`src/rtl/ram_stream_reader.sv`:
```
`default_nettype none
// ============================================================================
// ram_stream_reader : credit-gated SRAM burst reader feeding a 3-deep stream FIFO
// Rev 1.0
// ============================================================================
module ram_stream_reader #(
  parameter int addressWidth = 8,
  parameter int dataWidth    = 32,
  parameter int lenWidth     = 8
) (
  input  logic                    clk,
  input  logic                    resetn,
  input  logic                    cmd_valid,
  output logic                    cmd_ready,
  input  logic [addressWidth-1:0] cmd_addr,
  input  logic [lenWidth-1:0]     cmd_len,
  output logic                    rd_en,
  output logic [addressWidth-1:0] rd_addr,
  input  logic [dataWidth-1:0]    rd_data,
  output logic                    out_valid,
  input  logic                    out_ready,
  output logic [dataWidth-1:0]    out_data,
  output logic                    out_last,
  output logic                    busy
);

  typedef enum logic [1:0] {
    S_IDLE  = 2'd0,
    S_READ  = 2'd1,
    S_DRAIN = 2'd2
  } state_t;

  state_t                  r_state;
  state_t                  w_state_next;
  logic [addressWidth-1:0] r_addr;
  logic [addressWidth-1:0] r_rd_addr;
  logic [lenWidth-1:0]     r_remaining;
  logic                    r_inflight;
  logic                    r_inflight_last;
  logic [dataWidth-1:0]    r_buf_data [3];
  logic [2:0]              r_buf_last;
  logic [1:0]              r_wr_ptr;
  logic [1:0]              r_rd_ptr;
  logic [1:0]              r_count;
  logic [2:0]              w_occ;
  logic                    w_issue;
  logic                    w_push;
  logic                    w_pop;
  logic                    w_last_issue;

  function automatic logic [1:0] f_ptr_inc(input logic [1:0] p);
    return (p == 2'd2) ? 2'd0 : p + 2'd1;
  endfunction

  // Buffered words plus the one in flight form the credit count; only registers feed rd_en.
  assign w_occ        = {1'b0, r_count} + {2'b00, r_inflight};
  assign w_issue      = (r_state == S_READ) && (w_occ < 3'd3);
  assign w_last_issue = w_issue && (r_remaining == '0);
  assign w_push       = r_inflight;
  assign w_pop        = out_valid & out_ready;

  assign rd_en     = w_issue;
  assign rd_addr   = w_issue ? r_addr : r_rd_addr;
  assign out_valid = (r_count != 2'd0);
  assign out_data  = r_buf_data[r_rd_ptr];
  assign out_last  = r_buf_last[r_rd_ptr];
  assign cmd_ready = (r_state == S_IDLE);
  assign busy      = (r_state != S_IDLE);

  always_comb begin
    w_state_next = r_state;
    case (r_state)
      S_IDLE:  if (cmd_valid)              w_state_next = S_READ;
      S_READ:  if (w_last_issue)           w_state_next = S_DRAIN;
      S_DRAIN: if (w_pop && out_last)      w_state_next = S_IDLE;
      default:                             w_state_next = S_IDLE;
    endcase
  end

  always_ff @(posedge clk or negedge resetn) begin
    if (!resetn) begin
      r_state         <= S_IDLE;
      r_addr          <= '0;
      r_rd_addr       <= '0;
      r_remaining     <= '0;
      r_inflight      <= 1'b0;
      r_inflight_last <= 1'b0;
      for (int i = 0; i < 3; i++) r_buf_data[i] <= '0;
      r_buf_last      <= '0;
      r_wr_ptr        <= 2'd0;
      r_rd_ptr        <= 2'd0;
      r_count         <= 2'd0;
    end else begin
      r_state <= w_state_next;

      if (r_state == S_IDLE && cmd_valid) begin
        r_addr      <= cmd_addr;
        r_remaining <= cmd_len;
      end else if (w_issue) begin
        r_addr      <= r_addr + addressWidth'(1);
        r_remaining <= r_remaining - lenWidth'(1);
        r_rd_addr   <= r_addr;
      end

      r_inflight      <= w_issue;
      r_inflight_last <= w_last_issue;

      if (w_push) begin
        r_buf_data[r_wr_ptr] <= rd_data;
        r_buf_last[r_wr_ptr] <= r_inflight_last;
        r_wr_ptr             <= f_ptr_inc(r_wr_ptr);
      end
      if (w_pop) r_rd_ptr <= f_ptr_inc(r_rd_ptr);

      case ({w_push, w_pop})
        2'b10:   r_count <= r_count + 2'd1;
        2'b01:   r_count <= r_count - 2'd1;
        default: r_count <= r_count;
      endcase
    end
  end

endmodule
`default_nettype wire
```
`config.mk`:
```
export PLATFORM = sky130hd
export DESIGN_NAME = ram_stream_reader
export DESIGN_NICKNAME = d
export VERILOG_FILES = /design/src/rtl/ram_stream_reader.sv
export SDC_FILE = /design/constraint.sdc
export NUM_CORES = 1
export LEC_CHECK = 0
export BUFFER_PORTS_ARGS = -buffer_cell sky130_fd_sc_hd__clkbuf_2
export CAP_MARGIN = 10
export CORE_ASPECT_RATIO = 1.4
export CORE_MARGIN = 3
export CORE_UTILIZATION = 30
export CTS_CLUSTER_SIZE = 30
export DETAILED_ROUTE_END_ITERATION = 6
export HOLD_SLACK_MARGIN = 0.1
export PLACE_DENSITY = 0.47
export SLEW_MARGIN = 10
export SYNTH_ARGS = -nofsm -noshare
export SYNTH_HDL_FRONTEND = slang
export SYNTH_SLANG_ARGS = --single-unit
```
`constraint.sdc`:
```
create_clock -name clk -period 4.8 [get_ports clk]
set_clock_uncertainty 0.2 [all_clocks]
set_input_delay 0.48 -clock clk [delete_from_list [all_inputs] [get_ports clk]]
set_output_delay 0.48 -clock clk [all_outputs]
set_load 0.01 [all_outputs]
```
==> Word level (Yosys, flattened, before mapping) <==
Index checks and enable logic that the tools add are counted.
W data, S select, Z words.
{ "op_classes": {"addsub": 7, "magnitude_cmp": 7, "eq_ne": 9, "n_mux": 23, "n_bitwise": 3, "reduce_logical": 13} }
{ "ops": {"columns": ["op", "count"], "rows": [
  ["$bwmux W96", 1],
  ["$mux W32", 3],
  ["$bmux W32 S2", 1],
  ["$demux W32 S2", 1],
  ["$mux W8", 5],
  ["$mux W2", 5],
  ["$add A8 B1 Y8 const B", 1],
  ["$eq A2 B2 Y1 const B", 4],
  ["$logic_not A8 Y1", 1],
  ["$reduce_bool A2 Y1", 4],
  ["$sub A8 B1 Y8 const B", 1],
  ["$add A2 B1 Y2 const B", 3],
  ["$ge A3 B3 Y1 const B", 2],
  ["$logic_and A1 B1 Y1", 6],
  ["$lt A2 B3 Y1 const B", 2],
  ["$ne A2 B2 Y1 const B", 3],
  ["$not A2 Y3", 2],
  ["$pmux W2 S3", 1],
  ["$eq A2 B1 Y1 const B", 2],
  ["$pmux W2 S2", 1],
  ["$add A2 B1 Y3", 1],
  ["$bwmux W3", 1],
  ["$lt A3 B1 Y1 const B", 1],
  ["$lt A3 B2 Y1 const B", 1],
  ["8 further kinds", 9]
]} }
{ "word_totals": {"ff_bits": 133, "input_bits": 52} }

==> Logic depth before layout (Yosys ltp) <==
Gate-level depths: netlist of run 1.
{ "logic_depth": {"depth_word": 6, "mapped_depth": 8, "ltp_nobuf": 7} }

==> Least setup slack after synthesis of run 1 <==
No wires, ideal clock.
{ "synth_timing": {"path_type": "register to output", "from": "register r_count[0]", "to": "output rd_addr[0]", "arrival_ps": 1706, "path_slack_ps": 2414, "stages_incl_launch_ff": 9, "cell_sequence": "dfrtp_1 -> ha_1 -> ha_1 -> nor3b_4 -> nand2_2 -> clkinv_1 -> buf_2 -> nand2_1 -> nand2_1"} }
{ "synth_via": {"elab_chain_len": 4} }
{ "synth_rtl": {"columns": ["element", "line", "source"], "rows": [
  ["start, declared", "44", "logic [1:0] r_count;"],
  ["start signal, assigned", "116", "2'b10: r_count <= r_count + 2'd1;"],
  ["start signal, assigned", "117", "2'b01: r_count <= r_count - 2'd1;"],
  ["start signal, assigned", "118", "default: r_count <= r_count;"],
  ["$add A2 B1 Y3", "56", "assign w_occ = {1'b0, r_count} + {2'b00, r_inflight};"],
  ["$lt A3 B2 Y1", "57", "assign w_issue = (r_state == S_READ) && (w_occ < 3'd3);"],
  ["$logic_and A1 B1 Y1", "57", null],
  ["via rd_en", "17", "output logic rd_en,"],
  ["$mux W8", null, null],
  ["end, declared", "18", "output logic [addressWidth-1:0] rd_addr,"]
]} }
The timed path passes the listed nets, and every way through them passes these cells.

==> Final worst setup path of run 1 <==
{ "layout_timing": {"from": "register r_count[0]", "to": "output rd_addr[4]"} }
{ "layout_via": {"elab_chain_len": 4} }
{ "layout_rtl": {"columns": ["element", "line"], "rows": [
  ["$add A2 B1 Y3", "56"],
  ["$lt A3 B2 Y1", "57"],
  ["$logic_and A1 B1 Y1", "57"],
  ["$mux W8", null]
]} }
No other way between the ends.

==> results of run 1 <==
## cells by family (layout without fill, tap and decap cells)
| kind of cell | after synthesis | count (layout) |
|---|---|---|
| AND/OR/NAND/NOR | 126 | 126 |
| AO/OA/AOI/OAI | 59 | 59 |
| XOR/XNOR | 10 | 10 |
| adder cells (fa/ha/maj) | 6 | 6 |
| multiplexers | 133 | 133 |
| flip-flops | 133 | 133 |
| buffers and inverters | 34 | 147 |
## what timing repair did
| action | in CTS | in global routing |
|---|---|---|
| endpoints found under the hold margin | 105 | 0 |
| hold buffers | 7 | 0 |
| gates resized for setup | 0 | 0 |
## cells in the mapped netlist (all sizes together) (6+ instances only)
cell / n / area, um2
nor3: 6 / 35.03
nor2: 10 / 37.54
nand2: 81 / 306.6
inv: 7 / 26.28
ha: 6 / 75.07
o21ai: 41 / 205.2
nand3: 6 / 30.03
buf: 11 / 51.30
mux2: 100 / 1126
mux2i: 33 / 330.3
dfrtp: 133 / 3328
xnor2: 6 / 52.55
clkbuf: 15 / 56.30
## layer usage
layer	routed length [um]	vias up	global-route usage
li1	-	1972	-
met1	6248	2073	0.1670
met2	7315	99	0.2330
met3	727	20	0.03915
met4	230	0	0.04472
met5	0	-	0
## sequential cells by signal, summed over array words and instances, names as in the netlist
name / cells
r_rd_ptr: 2
r_rd_addr: 8
r_inflight: 1
r_state: 2
r_wr_ptr: 2
r_addr: 8
r_buf_data: 96
r_inflight_last: 1
r_buf_last: 3
r_remaining: 8
r_count: 2
## power by group through the flow
stage / clock network, mW / registers (mW) / logic [mW]
after global routing: 1.42 / 2.08 / 2.83
after global placement: 0 / 2.00 / 2.56
after floorplan: 0 / 1.93 / 1.82
after CTS: 1.37 / 2.01 / 2.62
final: 1.33 / 2.01 / 2.55
after detailed placement: 0 / 2.02 / 2.60
## stage by stage
| stage | hold WS [ns] | power, mW | cell area (um2) | util |
|---|---|---|---|---|
| 2_1_floorplan | -0.01559 | 3.742 | 6025 | - |
| 3_3_place_gp | 0.2553 | 4.557 | 6765 | 0.3479 |
| 3_5_place_dp | 0.2594 | 4.628 | 6765 | 0.3479 |
| 4_1_cts | 0.1053 | 5.994 | 7456 | 0.3835 |
| 5_1_grt | 0.1023 | 6.335 | 7456 | 0.3835 |
| 6_report | 0.1229 | 5.888 | 7456 | 0.3835 |
## how the worst min path moves through the flow
stage                             start                          to  slack, ns  depth (start not counted)
2_1_floorplan                    resetn       r_addr[0]$_DFFE_PN0P_      -0.02                          0
3_5_place_dp   r_rd_addr[5]$_DFFE_PN0N_    r_rd_addr[5]$_DFFE_PN0N_       0.26                          2
3_3_place_gp   r_rd_addr[6]$_DFFE_PN0N_    r_rd_addr[6]$_DFFE_PN0N_       0.26                          2
4_1_cts                      cmd_len[0]  r_remaining[0]$_DFFE_PN0P_       0.11                          2
5_1_grt                      cmd_len[0]  r_remaining[0]$_DFFE_PN0P_       0.10                          2
6_report                     cmd_len[0]  r_remaining[0]$_DFFE_PN0P_       0.12                          2
## layout make-up
cell class                      instances  area (um2)
Fill cell                            1910       11990
Clock buffer                           21       470.5
Multi-Input combinational cell        334        2579
Clock inverter                         11       150.1
Timing Repair Buffer                  107       586.8
Tap cell                              248       310.3
Inverter                                8       30.03
Sequential cell                       133        3329
==> metrics.md, run 1 <==
| Metric | Value |
|---|---|
| Result of the run | finished, final reports clean |
| Clock latency reported for the late side of the worst-skew pair | 0.41 ns |
| Pin count of the biggest net entering global routing | 101 |
| Aggregate routed wire length | 14520 um |
| Post-synthesis xor/xnor area fraction | 0.01454 |
| Most common library cell in the layout ignoring fill and taps | sky130_fd_sc_hd__dfrtp_1 |
| Placed cell count | 823 |
| Die footprint | 21840 um2 |
| Violation count after the first detailed-route iteration | 186 |
| Reg2reg setup slack | 2.19 ns |
| Leading cell types in the layout, fill and taps excluded | sky130_fd_sc_hd__dfrtp_1, sky130_fd_sc_hd__mux2_2, sky130_fd_sc_hd__clkbuf_2, sky130_fd_sc_hd__nand2_1, sky130_fd_sc_hd__o21ai_0 |
| Source of the critical timing path | r_count[0]$_DFFE_PN0P_ |
| First-pass GRT wire length | 23500 um |
| Number of buffers inserted by port buffering | 96 |
| H-Tree Depth | 4 |
| P_sw | 2.158 mW |
| Die height | 173.7 um |
| Endpoint of the most critical register-to-register path | r_remaining[3]$_DFFE_PN0P_ |
| Cell type with the highest occurrence count on the critical path | sky130_fd_sc_hd__nand2_1 |
| Final Cycle Share | 0.7049 |
| Post-Synth Simple-Gate Area | 0.09927 |
| Stages on worst setup path | 8 |
| Die Width | 125.8 um |
| Int Pwr | 3.731 mW |
| Reported leakage power | 3.334 nW |
| Category of cells accounting for the largest share of critical-path delay | simple AND/OR/NAND/NOR gates |
| Final weighted congestion in routability-driven placement | 0.7407 |
| Worst supply voltage drop on vdd | 0.0004344 V |
| CTS root buffer | sky130_fd_sc_hd__clkbuf_16 |
| Number of warnings reported in the yosys synthesis log | 0 |
| Critical path data arrival time | 2.70 ns |
| Min Tclk post-route | 3.383 ns |
| Row cnt | 60 |
| Upper clock frequency limit | 295.6 MHz |
| Synthesized-area fraction occupied by adder cells | 0.01246 |
| Number of cells on the worst reg-to-reg path | 7 |
| Path type of the worst setup path | reg -> out |
| Relative area change from synthesis to final layout | 23.76% |
| Number of antenna violations at the first check in global routing | 0 |
| Fraction of layout cells with a size suffix above 1 | 0.3990 |
| Proportion of power drawn by flip-flops and latches | 0.341 |
| Area of the core | 19440 um2 |
| Combined global-route utilization of all metal layers | 0.1370 |
| Compound-gate portion of the synthesized area | 0.05670 |
| Synthesized netlist net count | 559 |
| Critical path buffers and inverters | 2 |
| Register bit count reported by yosys | 133 |
| Termination of the worst setup path | rd_addr[4] |
| Req. time, crit path | 4.12 ns |
| Overflow left after global routing | 0 |
| CTS sink count | 133 |
| Slew at the pin with the worst max-slew slack | 1.096 ns |
| Number of top-level design ports | 97 |
| Fin cells | 862 |
| RSZ-0062 raised after global routing | false |
| Distinct cells, synth | 45 |
| Setup violators final | 0 |
| Combinational power share | 0.433 |
| Total count of max-transition violations in the final report | 0 |
| Wirelength per Cell | 16.85 um |
| TritonCTS clock tree | built |
| Maximum cell stage delay along the critical path | 0.51 ns |
| Half-perimeter wire length after placement | 9359 um |
| Remaining design rule violation count | 0 |
| Setup TNS after final layout | 0 ns |
| Sort of element at the end of the critical path | output port |
| Initial cell density of the core | 0.3098 |
| Sw Ratio | 0.3664 |
| PnR worst setup slack | 1.417 ns |
| Proportion of register bits with asynchronous set or reset after synthesis | 1.000 |
| Most instantiated flip-flop cell in the synthesis netlist | sky130_fd_sc_hd__dfrtp_1 |
| Fin. Hold Viols | 0 |
| Multiplexer share of the synthesized area | 0.2417 |
| Max capacitance violation total | 0 |
| Ratio of total power to cell area | 789.7 nW/um2 |
| Critical path launch point type | flip-flop |
| Max-slew headroom at the worst pin | 0.2684 |
| Number of vias per cell | 4.831 |
| Synthesized area | 6025 um2 |
| Antenna cells | 0 |
| Cell count after synthesis | 501 |
| Startpoint of the most critical register-to-register path | r_count[0]$_DFFE_PN0P_ |
| Setup slack after placement | 1.817 ns |
| Main combinational cell family by area after synthesis | multiplexers |
| Path type of the worst min-delay path | in -> reg |
| Nets | 659 |
| Sequence of cells on the critical path | ha_1 > ha_1 > nand2_1 > nand2_2 > clkinv_1 > nand2_1 > nand2_1 > clkbuf_2 |
| Buffer count from post-CTS setup fixing | 0 |
| Share of power burned in the clock network | 0.226 |
| Number of buffers added by the clock tree synthesis step | 17 |
| Sequential share of the synthesized area | 0.5524 |
| Mean instance size in the synthesized netlist | 12.03 um2 |
| DRT antenna net count | 0 |
| Router iterations before antenna repair | 5 |
| Number of global-route vias before repair | 4323 |
| Clock-pin transition on the worst setup and hold timing paths | 0.06 ns |
| Biggest fanout along the worst timing path | 17 |
| Slowest stage cell on the critical path | sky130_fd_sc_hd__clkinv_1 |
| Vias post-DR | 4164 |
| Clk buf depth | 2 |
| Count of flip-flops with a built-in enable after synthesis | 0 |
(Power assumes the default switching activity.)
==> run 2, diff against run 1 <==
PLACE_DENSITY = 0.48   (was 0.47)
clock period = 3.1 ns   (was 4.8 ns; I/O delays follow)
==> metrics.md, run 2 (synthesis results as in run 1) <==
| Metric | Value |
|---|---|
| Buffer count from post-CTS setup fixing | 0 (unchanged) |
| Max-slew headroom at the worst pin | 0.3671 (+0.09877) |
| Ratio of total power to cell area | 1164 nW/um2 (+47%) |
| Combined global-route utilization of all metal layers | 0.1400 (+0.003060) |
| TritonCTS clock tree | built |
| Sort of element at the end of the critical path | output port |
| Placement Cell Area | 6830 um2 (+0.96%) |
| Die footprint | 21840 um2 (unchanged) |
| Number of vias per cell | 4.802 (-0.60%) |
| Fraction of layout cells with a size suffix above 1 | 0.3765 (-0.02252) |
| Final core occ | 0.4083 (+0.02484) |
| Category of cells accounting for the largest share of critical-path delay | simple AND/OR/NAND/NOR gates |
| Path type of the worst setup path | reg -> out |
| Number of flip-flops in the largest register | 96 (unchanged) |
| Die Width | 125.8 um (unchanged) |
| Die height | 173.7 um (unchanged) |
| Relative area change from synthesis to final layout | 31.78% |
| Maximum cell stage delay along the critical path | 0.41 ns (-0.10 ns) |
| Biggest fanout along the worst timing path | 14 (-3) |
| Number of buffers inserted by port buffering | 96 (unchanged) |
| Number of antenna violations at the first check in global routing | 0 (unchanged) |
| Req. time, crit path | 2.59 ns (-1.53 ns) |
| Row cnt | 60 (unchanged) |
| Slowest stage cell on the critical path | sky130_fd_sc_hd__dfrtp_1 |
| H-Tree Depth | 4 (unchanged) |
| Slew at the pin with the worst max-slew slack | 0.9493 ns (-0.1469 ns) |
| Clk buf depth | 2 (unchanged) |
| Half-perimeter wire length after placement | 9638 um (+3.0%) |
| Number of top-level design ports | 97 (unchanged) |
| Clock-pin transition on the worst setup and hold timing paths | 0.05 ns (about the same) |
| Number of global-route vias before repair | 4795 (+11%) |
| RSZ-0062 raised after global routing | false |
| Max capacitance violation total | 0 (unchanged) |
| Overflow left after global routing | 0 (unchanged) |
| Path type of the worst min-delay path | in -> reg |
| Critical path buffers and inverters | 3 (+1) |
| Initial cell density of the core | 0.3098 (unchanged) |
| Violation count after the first detailed-route iteration | 268 (+44%) |
| First-pass GRT wire length | 24500 um (+4.3%) |
| Sequence of cells on the critical path | ha_1 > ha_1 > nor3b_4 > nand2_4 > clkinv_1 > buf_4 > nand2_1 > nand2_1 > clkbuf_2 |
| Register bank with the most flops | r_buf_data |
| Placed cell count | 830 (+0.85%) |
| Number of buffers added by the clock tree synthesis step | 17 (unchanged) |
| Number of cells on the worst reg-to-reg path | 6 (-1) |
| Sw Ratio | 0.3644 (-0.002052) |
| P_sw | 3.366 mW (+56%) |
| Fin. Hold Viols | 0 (unchanged) |
| Critical path data arrival time | 2.34 ns (-0.36 ns) |
| Min Tclk post-route | 2.852 ns |
| CTS root buffer | sky130_fd_sc_hd__clkbuf_16 |
| Hold Path Cell Cnt | 3 (+1) |
| Reported leakage power | 3.547 nW (+6.4%) |
| Upper clock frequency limit | 350.6 MHz |
| Final weighted congestion in routability-driven placement | 0.7537 (+1.8%) |
| Worst supply voltage drop on vdd | 0.0007046 V (+62%) |
| Wirelength per Cell | 16.27 um (-3.4%) |
| Filler Cells Inserted | 1899 (-0.58%) |
| Stages on worst setup path | 9 (+1) |
| Result of the run | finished, final reports clean |
| Post-Layout Inst Area | 7939 um2 (+6.5%) |
| Total count of max-transition violations in the final report | 0 (unchanged) |
| Setup TNS after final layout | 0 ns (unchanged) |
| Fin cells | 912 (+5.8%) |
| Clock latency reported for the late side of the worst-skew pair | 0.41 ns (about the same) |
| Aggregate routed wire length | 14830 um (+2.2%) |
| Remaining design rule violation count | 0 (unchanged) |
| Pin count of the biggest net entering global routing | 93 (-7.9%) |
| Vias post-DR | 4379 (+5.2%) |
| Proportion of power drawn by flip-flops and latches | 0.342 (about the same) |
| Final Cycle Share | 0.9200 |
| Leading cell types in the layout, fill and taps excluded | sky130_fd_sc_hd__dfrtp_1, sky130_fd_sc_hd__mux2_2, sky130_fd_sc_hd__clkbuf_2, sky130_fd_sc_hd__nand2_1, sky130_fd_sc_hd__dlygate4sd3_1 |
| Int Pwr | 5.871 mW (+57%) |
| CTS sink count | 133 (unchanged) |
| Combinational power share | 0.438 (+0.005) |
| Share of power burned in the clock network | 0.221 (-0.005) |
| Nets | 709 (+7.6%) |
| Total power after layout | 9.237 mW (+57%) |
| Setup violators final | 0 (unchanged) |
| DRT antenna net count | 0 (unchanged) |
| Area of the core | 19440 um2 (unchanged) |
| Most common library cell in the layout ignoring fill and taps | sky130_fd_sc_hd__dfrtp_1 |
| Antenna cells | 0 (unchanged) |
| Critical path launch point type | flip-flop |
| Router iterations before antenna repair | 4 (-1) |
## run 2: changes by cell type in the layout (fill, tap and decap cells not counted)
| cell | previous run | this run |
|---|---|---|
| sky130_fd_sc_hd__nand2_2 | 1 | 0 |
| sky130_fd_sc_hd__buf_4 | 4 | 10 |
| sky130_fd_sc_hd__clkinv_2 | 2 | 4 |
| sky130_fd_sc_hd__clkbuf_1 | 1 | 3 |
| sky130_fd_sc_hd__dlygate4sd3_1 | 7 | 50 |
| sky130_fd_sc_hd__nand2_4 | 0 | 1 |
| sky130_fd_sc_hd__buf_12 | 0 | 1 |
| sky130_fd_sc_hd__clkinv_4 | 4 | 0 |
## run 2: area by class of cell
type,instances,area (um2),area share
sequential,133,3329,0.4194
inverter,8,30.03,0.003783
multi-input combinational,334,2584,0.3255
clock buffer,23,478.0,0.06020
tap,248,310.3,0.03909
timing repair buffer,157,1082,0.1363
clock inverter,9,125.1,0.01576
## run 2: path summary, 6_finish.rpt
path	from	to	slack, ns
max	r_inflight$_DFF_PN0_	rd_addr[4]	0.25
min	out_ready	r_rd_ptr[0]$_DFFE_PN0N_	0.11
max reg2reg	r_inflight$_DFF_PN0_	r_addr[7]$_DFFE_PN0P_	0.77
min reg2reg	r_rd_addr[3]$_DFFE_PN0N_	r_rd_addr[3]$_DFFE_PN0N_	0.27
max in group asynchronous	resetn	r_buf_data[18]$_DFFE_PN0P_	1.64
min in group asynchronous	resetn	r_buf_data[56]$_DFFE_PN0P_	0.35
## run 2: power by group through the flow
stage | clock network (mW) | logic (mW) | registers [mW]
2_1_floorplan | 0 | 2.81 | 2.98
3_3_place_gp | 0 | 3.98 | 3.13
3_5_place_dp | 0 | 4.07 | 3.18
4_1_cts | 2.10 | 4.14 | 3.16
5_1_grt | 2.18 | 4.50 | 3.28
6_report | 2.04 | 4.04 | 3.16
## run 2: repair_timing
action	in CTS	in global routing
resized for setup	0	1
endpoints found under the hold margin	204	0
hold buffers	50	0
endpoints found under the setup margin	0	8
## run 2: stage by stage
stage                     setup WS [ns]  hold WS (ns)
after floorplan                  0.8838       -0.1856
after global placement           0.6852        0.2512
after detailed placement         0.6055        0.2567
after CTS                        0.1361        0.1042
after global routing            0.04844        0.1448
final                            0.2480        0.1087
## run 2: metal layers
metal / GRT usage / routed length (um) / share of wire
met1: 0.1630 / 6243 / 0.42
met2: 0.2551 / 7911 / 0.53
met3: 0.03237 / 472 / 0.032
met4: 0.04070 / 206 / 0.014
met5: 0 / 0 / 0
## run 2: worst register-to-register path, stage by stage (launching register included)
cell and delay, ns:
sky130_fd_sc_hd__dfrtp_1 0.41, sky130_fd_sc_hd__ha_1 0.22, sky130_fd_sc_hd__ha_1 0.22, sky130_fd_sc_hd__nor3b_4 0.34
sky130_fd_sc_hd__nand2_4 0.18, sky130_fd_sc_hd__or4_1 0.52, sky130_fd_sc_hd__a31oi_1 0.17
==> run 3, diff against run 2 <==
RECOVER_POWER = 100   (was not set)
==> metrics.md, run 3 (synthesis results as in run 1) <==
| Metric | Value |
|---|---|
| Result of the run | complete, but fails checks |
| Violated checks | max-capacitance violations, max-slew violations |
| Max-slew headroom at the worst pin | -0.1749 (-0.5421) |
| Final core occ | 0.4027 (-0.005598) |
| Busiest metal layer after global routing | met2 |
| Startpoint of the most critical register-to-register path | r_inflight$_DFF_PN0_ |
| Die footprint | 21840 um2 (unchanged) |
| Sequential standard cell area | 3329 um2 (unchanged) |
| Reported leakage power | 3.402 nW (-4.1%) |
| Placed cell count | 830 (unchanged) |
| Violation count after the first detailed-route iteration | 240 (-10%) |
| Critical path data arrival time | 2.35 ns (about the same) |
| Worst supply voltage drop on vdd | 0.0006653 V (-5.6%) |
| Number of vias per cell | 4.799 (about the same) |
| Met3 demand-to-capacity share in global routing | 0.03237 (unchanged) |
| Max capacitance violation total | 1 (+1) |
| Number of global-route vias before repair | 4795 (unchanged) |
| CTS sink count | 133 (unchanged) |
| DRT antenna net count | 0 (unchanged) |
| Router iterations before antenna repair | 4 (unchanged) |
| Req. time, crit path | 2.59 ns (about the same) |
| RSZ-0062 raised after global routing | false |
| Buffer count from post-CTS setup fixing | 0 (unchanged) |
| Biggest fanout along the worst timing path | 14 (unchanged) |
| Fin cells | 912 (unchanged) |
| Clock-pin transition on the worst setup and hold timing paths | 0.05 ns (about the same) |
| Vias post-DR | 4377 (-0.046%) |
| Path type of the worst min-delay path | in -> reg |
| Slew at the pin with the worst max-slew slack | 1.762 ns (+0.8131 ns) |
| Hold Path Cell Cnt | 3 (unchanged) |
| Combined global-route utilization of all metal layers | 0.1400 (unchanged) |
| Slowest stage cell on the critical path | sky130_fd_sc_hd__dfrtp_1 |
| Ratio of total power to cell area | 1156 nW/um2 (-0.63%) |
| Number of flip-flops in the largest register | 96 (unchanged) |
| Number of cells on the worst reg-to-reg path | 3 (-3) |
| Number of buffers inserted by port buffering | 96 (unchanged) |
| Fraction of layout cells with a size suffix above 1 | 0.3012 (-0.07530) |
| Nets | 709 (unchanged) |
| Final Cycle Share | 0.9229 (+0.002874) |
| Min Tclk post-route | 2.861 ns (+0.008908 ns) |
| H-Tree Depth | 4 (unchanged) |
| Setup violators final | 0 (unchanged) |
| Critical path buffers and inverters | 3 (unchanged) |
| Final weighted congestion in routability-driven placement | 0.7537 (unchanged) |
| Endpoint of the worst hold path | r_rd_ptr[0]$_DFFE_PN0N_ |
| Half-perimeter wire length after placement | 9638 um (unchanged) |
| Setup TNS after final layout | 0 ns (unchanged) |
| Upper clock frequency limit | 349.5 MHz (-0.31%) |
| Endpoint of the most critical register-to-register path | r_buf_data[22]$_DFFE_PN0P_ |
| First-pass GRT wire length | 24500 um (unchanged) |
| Source of the critical timing path | r_inflight$_DFF_PN0_ |
| Clk buf depth | 2 (unchanged) |
| Initial cell density of the core | 0.3098 (unchanged) |
| Area taken by multi-input logic gates | 2546 um2 (-1.5%) |
| Worst Min Path Start | out_ready |
| PnR worst setup slack | 0.2391 ns (-0.008908 ns) |
| Leading cell types in the layout, fill and taps excluded | sky130_fd_sc_hd__dfrtp_1, sky130_fd_sc_hd__mux2_2, sky130_fd_sc_hd__nand2_1, sky130_fd_sc_hd__clkbuf_2, sky130_fd_sc_hd__dlygate4sd3_1 |
| Sort of element at the end of the critical path | output port |
| Remaining design rule violation count | 0 (unchanged) |
| Number of top-level design ports | 97 (unchanged) |
| TritonCTS clock tree | built |
| Die height | 173.7 um (unchanged) |
| Overflow left after global routing | 0 (unchanged) |
| Pin count of the biggest net entering global routing | 93 (unchanged) |
| Fin. Hold Viols | 0 (unchanged) |
| Worst Hold Slack | 0.1086 ns (-0.00009000 ns) |
| Clock latency reported for the late side of the worst-skew pair | 0.41 ns (about the same) |
| Path type of the worst setup path | reg -> out |
| Die Width | 125.8 um (unchanged) |
| Maximum cell stage delay along the critical path | 0.41 ns (about the same) |
| CTS root buffer | sky130_fd_sc_hd__clkbuf_16 |
| Most common library cell in the layout ignoring fill and taps | sky130_fd_sc_hd__dfrtp_1 |
| Number of antenna violations at the first check in global routing | 0 (unchanged) |
| Relative area change from synthesis to final layout | 29.97% |
| Area of the core | 19440 um2 (unchanged) |
| Setup slack after placement | 0.6055 ns (unchanged) |
| Sequence of cells on the critical path | ha_1 > ha_1 > nor3b_4 > nand2_4 > clkinv_1 > buf_4 > nand2_1 > nand2_1 > clkbuf_1 |
| Register bank with the most flops | r_buf_data |
| Number of buffers added by the clock tree synthesis step | 17 (unchanged) |
| Filler Cells Inserted | 1929 (+1.6%) |
| Category of cells accounting for the largest share of critical-path delay | simple AND/OR/NAND/NOR gates |
| Met2 GRT Util | 0.2551 (unchanged) |
| Reg2reg setup slack | 0.47 ns (-0.30 ns) |
| Antenna cells | 0 (unchanged) |
| Row cnt | 60 (unchanged) |
| Wirelength per Cell | 16.29 um (+0.17%) |
| Met1 track demand over resource in global routing | 0.1630 (unchanged) |
| Critical path launch point type | flip-flop |
| Total count of max-transition violations in the final report | 34 (+34) |
| Aggregate routed wire length | 14860 um (+0.17%) |
-- run 3: cell count changes in the layout (fill, tap and decap cells not counted), moves of 2 or more --
| cell | previous run | this run |
|---|---|---|
| sky130_fd_sc_hd__clkbuf_2 | 95 | 56 |
| sky130_fd_sc_hd__nor4b_1 | 0 | 2 |
| sky130_fd_sc_hd__nor4b_2 | 2 | 0 |
| sky130_fd_sc_hd__buf_4 | 10 | 5 |
| sky130_fd_sc_hd__clkbuf_1 | 3 | 47 |
-- run 3: timing repair --
action                     CTS  global route
hold endpoints to repair   204             0
gates resized for setup      0             1
setup endpoints to repair    0             8
hold buffers                50             0
-- run 3: stage by stage --
stage / total power, mW / area [um2]
after floorplan: 5.795 / 6025
after global placement: 7.110 / 6830
after detailed placement: 7.250 / 6830
after CTS: 9.392 / 7934
after global routing: 9.777 / 7830
final: 9.053 / 7830
-- run 3: metal layers --
metal	part of all wire	wire, um
met1	0.42	6194
met3	0.035	515
met2	0.53	7923
met5	0	0
met4	0.015	226
-- run 3: how the worst max path moves through the flow --
stage | endpoint | slack [ns] | cells past startpoint
2_1_floorplan | rd_addr[0] | 0.88 | 8
3_3_place_gp | rd_addr[0] | 0.69 | 9
3_5_place_dp | rd_addr[4] | 0.61 | 9
4_1_cts | rd_addr[4] | 0.14 | 9
5_1_grt | rd_addr[4] | 0.04 | 9
6_report | rd_addr[4] | 0.24 | 9
-- run 3: cell type report --
cell class	count	share of cell area
multi-input cells	334	0.3252
clock inverters	9	0.01598
repair buffers	157	0.1291
flip-flops and latches	133	0.4252
clock buffers	23	0.06104
inverters	8	0.003835
well taps	248	0.03963
-- run 3: worst reg2reg max path: cells and delay by family (launching register included) --
family,cells,cell delay [ns]
multiplexers,1,0.46
AND/OR/NAND/NOR,1,1.32
flip-flops,1,0.41
buffers and inverters,1,0.12
-- run 3: where the power goes --
part	internal, mW	switching (mW)	total (mW)	leakage (nW)
combinational	1.77	2.10	3.87	1.55
sequential	2.62	0.523	3.14	1.56
clock	1.32	0.714	2.04	0.293
total	5.71	3.34	9.05	3.40
